==> src/rtl/instr_decode_stage.sv <==
// Registered instruction decode stage: decodes six instruction groups into a valid/ready FIFO,
// holds the output after stall-causing records, supports flush and counts invalid instructions.
`timescale 1ns/1ps
module instr_decode_stage #(
    parameter int unsigned IMM_WIDTH     = 16,
    parameter int unsigned DEPTH         = 4,
    parameter int unsigned STALL_CYCLES  = 2,
    parameter logic [3:0]  BRANCH_MAX_OP = 4'd9,
    parameter logic [3:0]  JUMP_MAX_OP   = 4'd9,
    parameter logic [3:0]  CALL_MAX_OP   = 4'd9
) (
    input  logic                 clk,
    input  logic                 rst_n,
    input  logic                 in_valid,
    output logic                 in_ready,
    input  logic [31:0]          in_instr,
    input  logic                 flush,
    output logic                 out_valid,
    input  logic                 out_ready,
    output logic [3:0]           out_group,
    output logic [3:0]           out_ra,
    output logic [3:0]           out_rb,
    output logic [3:0]           out_rc,
    output logic [3:0]           out_opcode,
    output logic [IMM_WIDTH-1:0] out_imm,
    output logic [1:0]           out_ldst_type,
    output logic                 out_causes_stall,
    output logic                 out_bad,
    output logic [15:0]          bad_count
);

    localparam int unsigned AW = (DEPTH > 1) ? $clog2(DEPTH) : 1;
    localparam int unsigned CW = (STALL_CYCLES > 1) ? $clog2(STALL_CYCLES + 1) : 1;
    localparam logic [AW:0] FullCnt = (AW + 1)'(DEPTH);

    typedef struct packed {
        logic [3:0]           group;
        logic [3:0]           ra;
        logic [3:0]           rb;
        logic [3:0]           rc;
        logic [3:0]           opcode;
        logic [IMM_WIDTH-1:0] imm;
        logic [1:0]           ldst_type;
        logic                 causes_stall;
        logic                 bad;
    } rec_t;

    typedef enum logic {StRun, StHold} state_e;

    rec_t          dec;
    rec_t          rd_rec;
    rec_t          mem_q [DEPTH];
    rec_t          mem_d [DEPTH];
    logic [AW-1:0] wr_ptr_q, wr_ptr_d, rd_ptr_q, rd_ptr_d;
    logic [AW:0]   count_q, count_d;
    logic [CW-1:0] cnt_q, cnt_d;
    state_e        state_q, state_d;
    logic [15:0]   bad_count_q, bad_count_d;
    logic          full, empty, push, pop;

    always_comb begin
        dec       = '0;
        dec.ra    = in_instr[27:24];
        dec.rb    = in_instr[23:20];
        dec.group = in_instr[31:28];
        unique case (in_instr[31:28])
            4'd0, 4'd3, 4'd4: begin
                dec.rc     = in_instr[19:16];
                dec.opcode = in_instr[3:0];
                if (in_instr[31:28] == 4'd3) dec.causes_stall = (in_instr[3:0] <= JUMP_MAX_OP);
                if (in_instr[31:28] == 4'd4) dec.causes_stall = (in_instr[3:0] <= CALL_MAX_OP);
            end
            4'd1, 4'd2: begin
                dec.opcode = in_instr[19:16];
                dec.imm    = IMM_WIDTH'(in_instr[15:0]);
                if (in_instr[31:28] == 4'd2) begin
                    dec.causes_stall = (in_instr[19:16] <= BRANCH_MAX_OP);
                end
            end
            4'd5: begin
                dec.rc           = in_instr[19:16];
                dec.opcode       = in_instr[15:12];
                dec.imm          = IMM_WIDTH'($signed(in_instr[11:0]));
                dec.ldst_type    = in_instr[13:12];
                dec.causes_stall = 1'b1;
            end
            default: begin
                dec     = '0;
                dec.bad = 1'b1;
            end
        endcase
    end

    assign full      = (count_q == FullCnt);
    assign empty     = (count_q == '0);
    assign in_ready  = !full;
    assign out_valid = (state_q == StRun) && !empty && !flush;
    assign push      = in_valid && in_ready && !flush;
    assign pop       = out_valid && out_ready;
    assign rd_rec    = mem_q[rd_ptr_q];

    always_comb begin
        mem_d       = mem_q;
        wr_ptr_d    = wr_ptr_q;
        rd_ptr_d    = rd_ptr_q;
        count_d     = count_q;
        state_d     = state_q;
        cnt_d       = cnt_q;
        bad_count_d = bad_count_q;
        if (push) begin
            mem_d[wr_ptr_q] = dec;
            wr_ptr_d        = wr_ptr_q + AW'(1);
            if (dec.bad && bad_count_q != 16'hFFFF) bad_count_d = bad_count_q + 16'd1;
        end
        if (pop) rd_ptr_d = rd_ptr_q + AW'(1);
        if (push && !pop) count_d = count_q + (AW + 1)'(1);
        if (pop && !push) count_d = count_q - (AW + 1)'(1);
        unique case (state_q)
            StRun: begin
                if (pop && rd_rec.causes_stall && STALL_CYCLES > 0) begin
                    state_d = StHold;
                    cnt_d   = CW'(STALL_CYCLES);
                end
            end
            StHold: begin
                if (cnt_q <= CW'(1)) begin
                    state_d = StRun;
                    cnt_d   = '0;
                end else begin
                    cnt_d = cnt_q - CW'(1);
                end
            end
            default: state_d = StRun;
        endcase
        // Flush wins over everything except the bad-instruction count.
        if (flush) begin
            wr_ptr_d = '0;
            rd_ptr_d = '0;
            count_d  = '0;
            state_d  = StRun;
            cnt_d    = '0;
        end
    end

    always_ff @(posedge clk or negedge rst_n) begin
        if (!rst_n) begin
            mem_q       <= '{default: '0};
            wr_ptr_q    <= '0;
            rd_ptr_q    <= '0;
            count_q     <= '0;
            state_q     <= StRun;
            cnt_q       <= '0;
            bad_count_q <= '0;
        end else begin
            mem_q       <= mem_d;
            wr_ptr_q    <= wr_ptr_d;
            rd_ptr_q    <= rd_ptr_d;
            count_q     <= count_d;
            state_q     <= state_d;
            cnt_q       <= cnt_d;
            bad_count_q <= bad_count_d;
        end
    end

    assign out_group        = rd_rec.group;
    assign out_ra           = rd_rec.ra;
    assign out_rb           = rd_rec.rb;
    assign out_rc           = rd_rec.rc;
    assign out_opcode       = rd_rec.opcode;
    assign out_imm          = rd_rec.imm;
    assign out_ldst_type    = rd_rec.ldst_type;
    assign out_causes_stall = rd_rec.causes_stall;
    assign out_bad          = rd_rec.bad;
    assign bad_count        = bad_count_q;

endmodule

==> config.mk <==
export PLATFORM = sky130hd
export DESIGN_NAME = instr_decode_stage
export DESIGN_NICKNAME = d
export VERILOG_FILES = /design/src/rtl/instr_decode_stage.sv
export SDC_FILE = /design/constraint.sdc
export NUM_CORES = 1
export LEC_CHECK = 0
export CORE_MARGIN = 2
export CORE_UTILIZATION = 65
export DETAILED_ROUTE_END_ITERATION = 10
export DONT_BUFFER_PORTS = 1
export PLACE_DENSITY = 0.91
export SETUP_SLACK_MARGIN = 0.2
export SYNTH_ARGS = -nofsm -noshare
export SYNTH_HDL_FRONTEND = slang
export SYNTH_SLANG_ARGS = --single-unit
==> constraint.sdc <==
create_clock -name clk -period 5.35 [get_ports clk]
set_input_delay 0.535 -clock clk [delete_from_list [all_inputs] [get_ports clk]]
set_output_delay 0.535 -clock clk [all_outputs]
set_load 0.005 [all_outputs]
# Yosys cells after proc, flatten, opt, wreduce, memory -nomap -nowiden
# Index checks and enable logic that the tools add are counted.
# op_classes
n_bitwise	3
n_lt_le_gt_ge	6
add_sub_neg	6
reduce_logical	25
n_mux	31
eq_ne	8
# op_table
op	count
bitwise mux 160 bit	1
two-way mux 40 bit	3
binary-select mux 40 bit (select 2 bit)	1
demux 40 bit (select 2 bit)	1
one-hot mux 16 bit (2 select lines)	1
adder 16 x 1 -> 16 bit, second input constant	1
two-way mux 2 bit	8
inequality test 16 bit, second input constant	1
two-way mux 12 bit	1
one-hot mux 4 bit (3 select lines)	1
logical AND 1 bit	10
two-way mux 3 bit	3
== test 4 x 2 -> 1 bit, second input constant	2
== test 4 x 3 -> 1 bit, second input constant	2
less-or-equal comparator 4 bit, second input constant	2
two-way mux 1 bit	7
greater-or-equal comparator 3 bit, second input constant	2
NOT 2 -> 3 bit	2
OR reduction 6 bit	1
logical NOT 1 bit	5
adder 2 x 1 -> 2 bit, second input constant	2
== test 4 x 1 -> 1 bit, second input constant	1
logical NOT 4 bit	1
two-way mux 4 bit	1
other kinds (18)	19
# word_totals
reg_bits	186

# Logic depth before layout (Yosys ltp)
# logic_depth
ltp_word	10
mapped_depth	7
mapped_depth_nobuf	7

# Worst setup path before layout
# OpenSTA, ideal clock, no wires.
# synth_path
path_kind	reg2reg
startpoint	register count_q[0]
endpoint	register count_q[2]
path_stages_with_launch	8
arrival_ps	2049
path_slack_ps	3176
t_required_ps	5225
cell_sequence	dfrtp_1 -> or3_1 -> nand3_1 -> a21oi_1 -> fa_1 -> and3_1 -> mux2i_1 -> mux2_2
# synth_between
elab_chain_cells	8
# synth_rtl
element	line	rtl
start: declaration	55	logic [AW:0] count_q, count_d;
start signal: assignment	158	count_q <= count_d;
branches (longest 8 deep; another with adder 3 x 1 -> 3 bit)	--	
# Parallel ways; which one is timed is not known. The select of a mux whose other input is x is not followed.
# A chain may end at the register's enable or synchronous reset.

# Worst setup path after layout
# layout_path
startpoint	register rd_ptr_q[0]
endpoint	output port out_causes_stall
# layout_between
elab_chain_cells	4
# layout_rtl
element	line	rtl
start: declaration	54	logic [AW-1:0] wr_ptr_q, wr_ptr_d, rd_ptr_q, rd_ptr_d;
start signal: assignment	157	rd_ptr_q <= rd_ptr_d;
NOT 2 -> 3 bit (not written as such)	100	assign rd_rec = mem_q[rd_ptr_q];
binary-select mux 40 bit (select 2 bit)	100	
two-way mux 40 bit (not written as such) (2 in a row)	100	
end: declaration	27	output logic out_causes_stall,
# No other way between the ends. The select of a mux whose other input is x is not followed.

==> results.md <==
- Status: completed
- Crit. End Element: output pin
- Detail Route Antenna Nets: 0
- Power per cell area: 391 nW/um^2
- Starting DRT DRC Count: 560
- Ant. Diodes: 0
- Drt drc: 0
- Area leader, netlist: dfrtp_1
- First-pass GRT wire length: 31100 microns
- Final setup viols: 0
- Area contributors post-synth: dfrtp_1, mux4_2, mux2_2, o21ai_0, nand2_1
- Startpoint types: flop
- Type of the most critical hold path: in2async
- # nets final: 747
- FF/Latch Area: 4660 sq um
- Io pins: 95
- Drt wl/cell: 21.4 microns
- RSZ-0062 raised after global routing: no
- Post-synthesis cell count: 730
- Period utilization: 49.7%
- P_leak: 4.10 nW
- Critical Path RT: 4.82 ns
- Synth unique cells: 48
- Setup ws final: 2.69 ns
- Initial antenna violation count: 0
- Gp weighted congestion: 0.833
- Area grow syn2layout: 7.52%
- Fraction of layout cells with a size suffix above 1: 19.4%
- Die Area: 14100 sq um
- Pin count of the biggest net entering global routing: 187
- Syn Nets: 773
- Die W: 119 microns
- Tot GR Track Use: 28.6%
- Cell area after synthesis: 8570 sq um
- Place WS: 2.84 ns
- Commonest non-fill, non-tap cell in the layout: dfrtp_1
- Hold Vio Cnt, Final: 0
- CTS resizes: 0
- Core ar.: 12700 sq um
- CTS tree: built
- Synthesized flop and latch total: 186
- FMAX: 376 MHz
- Remaining Overflow, GRT: 0
- Max-cap violations: 0
- CTS max path bufs: 2
- Root Buffer: clkbuf_16
- Port Buf Inserts: 0
- Ys flop type: dfrtp_1
- Via count: 5753
- Asr flop ratio synth: 100%
- Worst-skew pair later-pin latency: 0.43 ns
- Total negative slack: 0 ns
- Yosys warning count: 0
- Initial core utilization: 67.4%
- Final min period: 2.66 ns
- Post-synth top area share: 54.3%
- Worst clock skew: 0.00456 ns
- Area of the multi-input gates: 3640 sq um
- Inserted Clock Buffers: 17
- Vias in the first global route: 5922
- Mean area per synthesized cell: 11.7 sq um
- Max VDD drop: 0.240 mV
- H-tree depth: 4
- Most frequent cells in the layout: dfrtp_1, nand2_1, o21ai_0, mux2_2, mux4_2
- Seq/Total Area, Yosys: 54.3%
- FF-to-FF setup slack: 2.82 ns
- Pre-antenna DRT Iters: 5
- Critical path peak fanout: 42
- Setup CP Type: reg2out
- CTS Sinks: 186
- FP Rows: 41
- Die Height: 119 microns
- Pins Over Slew Limit: 0
- Max-slew headroom: 25.7%
- Number of synthesized flops with an enable pin: 0
- WP data arrival: 2.13 ns
- Final wirelength: 19000 microns
- Actual slew at the worst max-slew pin: 1.11 ns
- Hpwl dp: 12600 microns
- Fillers: 885
- Via density per instance: 6.47
- Worst-path clk slew: 0.06 ns
-- routing by layer --
layer	routed length [microns]	part of all wire [%]	vias to the layer above	track usage (%)
met4	349	1.8	0	9.08
met2	9540	50	222	46.3
met3	1670	8.8	41	10.3
met1	7480	39	2955	36.3
li1	-	-	2535	-
met5	0	0	-	0
-- area by class of cell --
type / count / share of cell area [%]
flip-flops and latches: 186 / 50.5
multi-input cells: 481 / 39.5
clock buffers: 20 / 4.85
well taps: 172 / 2.34
clock inverters: 12 / 1.62
repair buffers: 6 / 0.706
inverters: 12 / 0.489
-- synth_stat cells, types with 2 or more instances --
master,count
buf_1,6
a2111oi_0,4
nor2_1,14
inv_1,12
xnor2_1,6
nor3b_1,7
a21oi_1,16
nand2_1,131
dfrtp_1,186
clkbuf_1,8
o31ai_1,4
nand3_1,13
and2_1,6
a32oi_1,2
and3b_1,2
a22oi_1,3
o21ai_0,104
a211oi_1,5
nor2b_1,8
nor4_1,3
ha_1,5
or3_1,2
mux2_2,51
mux2i_1,3
o211a_1,2
and3_1,3
buf_4,4
a22o_1,8
xor2_1,15
nand2b_1,4
mux4_2,40
buf_2,32
nand4_1,6
-- state kept, by name, indices dropped and copies added (netlist names) --
register,count
bad_count,16
cnt_q,2
count_q,3
mem_q,160
rd_ptr_q,2
state_q,1
wr_ptr_q,2
-- power by group --
part           switching, W  internal [W]
registers          0.000155       0.00163
logic              0.000290      0.000265
clock network      0.000523      0.000744
-- worst max-delay path: stages (launching register included) --
cell and delay [ns]:
dfrtp_2 0.34, buf_4 0.66, mux4_2 0.68
-- what timing repair did --
item	in CTS	in global routing
setup buffers	0	0
hold buffers	1	0
hold endpoints to repair	186	0
-- stage by stage --
stage	hold WS (ns)	total power (W)	utilization, %	instances	cell area (sq um)
after detailed placement	0.246	0.00234	67.5	856	8590
after global routing	0.137	0.00377	72.4	889	9210
after CTS	0.145	0.00362	72.4	889	9210
after floorplan	0.239	0.00219	-	730	8570
after global placement	0.248	0.00228	67.5	856	8590
final	0.0699	0.00360	72.4	889	9210
-- cell families after synthesis --
family / count (synthesis) / share of synthesized area (%)
AND/OR/NAND/NOR: 209 / 11.4
AO/OA/AOI/OAI: 151 / 10.1
multiplexers: 94 / 17.6
XOR/XNOR: 21 / 2.15
flip-flops: 186 / 54.3
buffers and inverters: 63 / 3.49
adder cells (fa/ha/maj): 6 / 0.964
-- final timing paths --
path / endpoint / cells past startpoint / start
worst min register to register: mem_q[12]$_DFFE_PN0P_ / 2 / mem_q[12]$_DFFE_PN0P_
worst max-delay path: out_causes_stall / 2 / rd_ptr_q[0]$_DFFE_PN0P_
worst max register to register: mem_q[140]$_DFFE_PN0P_ / 5 / count_q[0]$_DFFE_PN0P_
worst min-delay path: mem_q[154]$_DFFE_PN0P_ / 1 / rst_n
min in group clk: cnt_q[0]$_DFFE_PN0P_ / 1 / flush
max in group asynchronous: rd_ptr_q[1]$_DFFE_PN0P_ / 1 / rst_n
(Power assumes the default switching activity.)
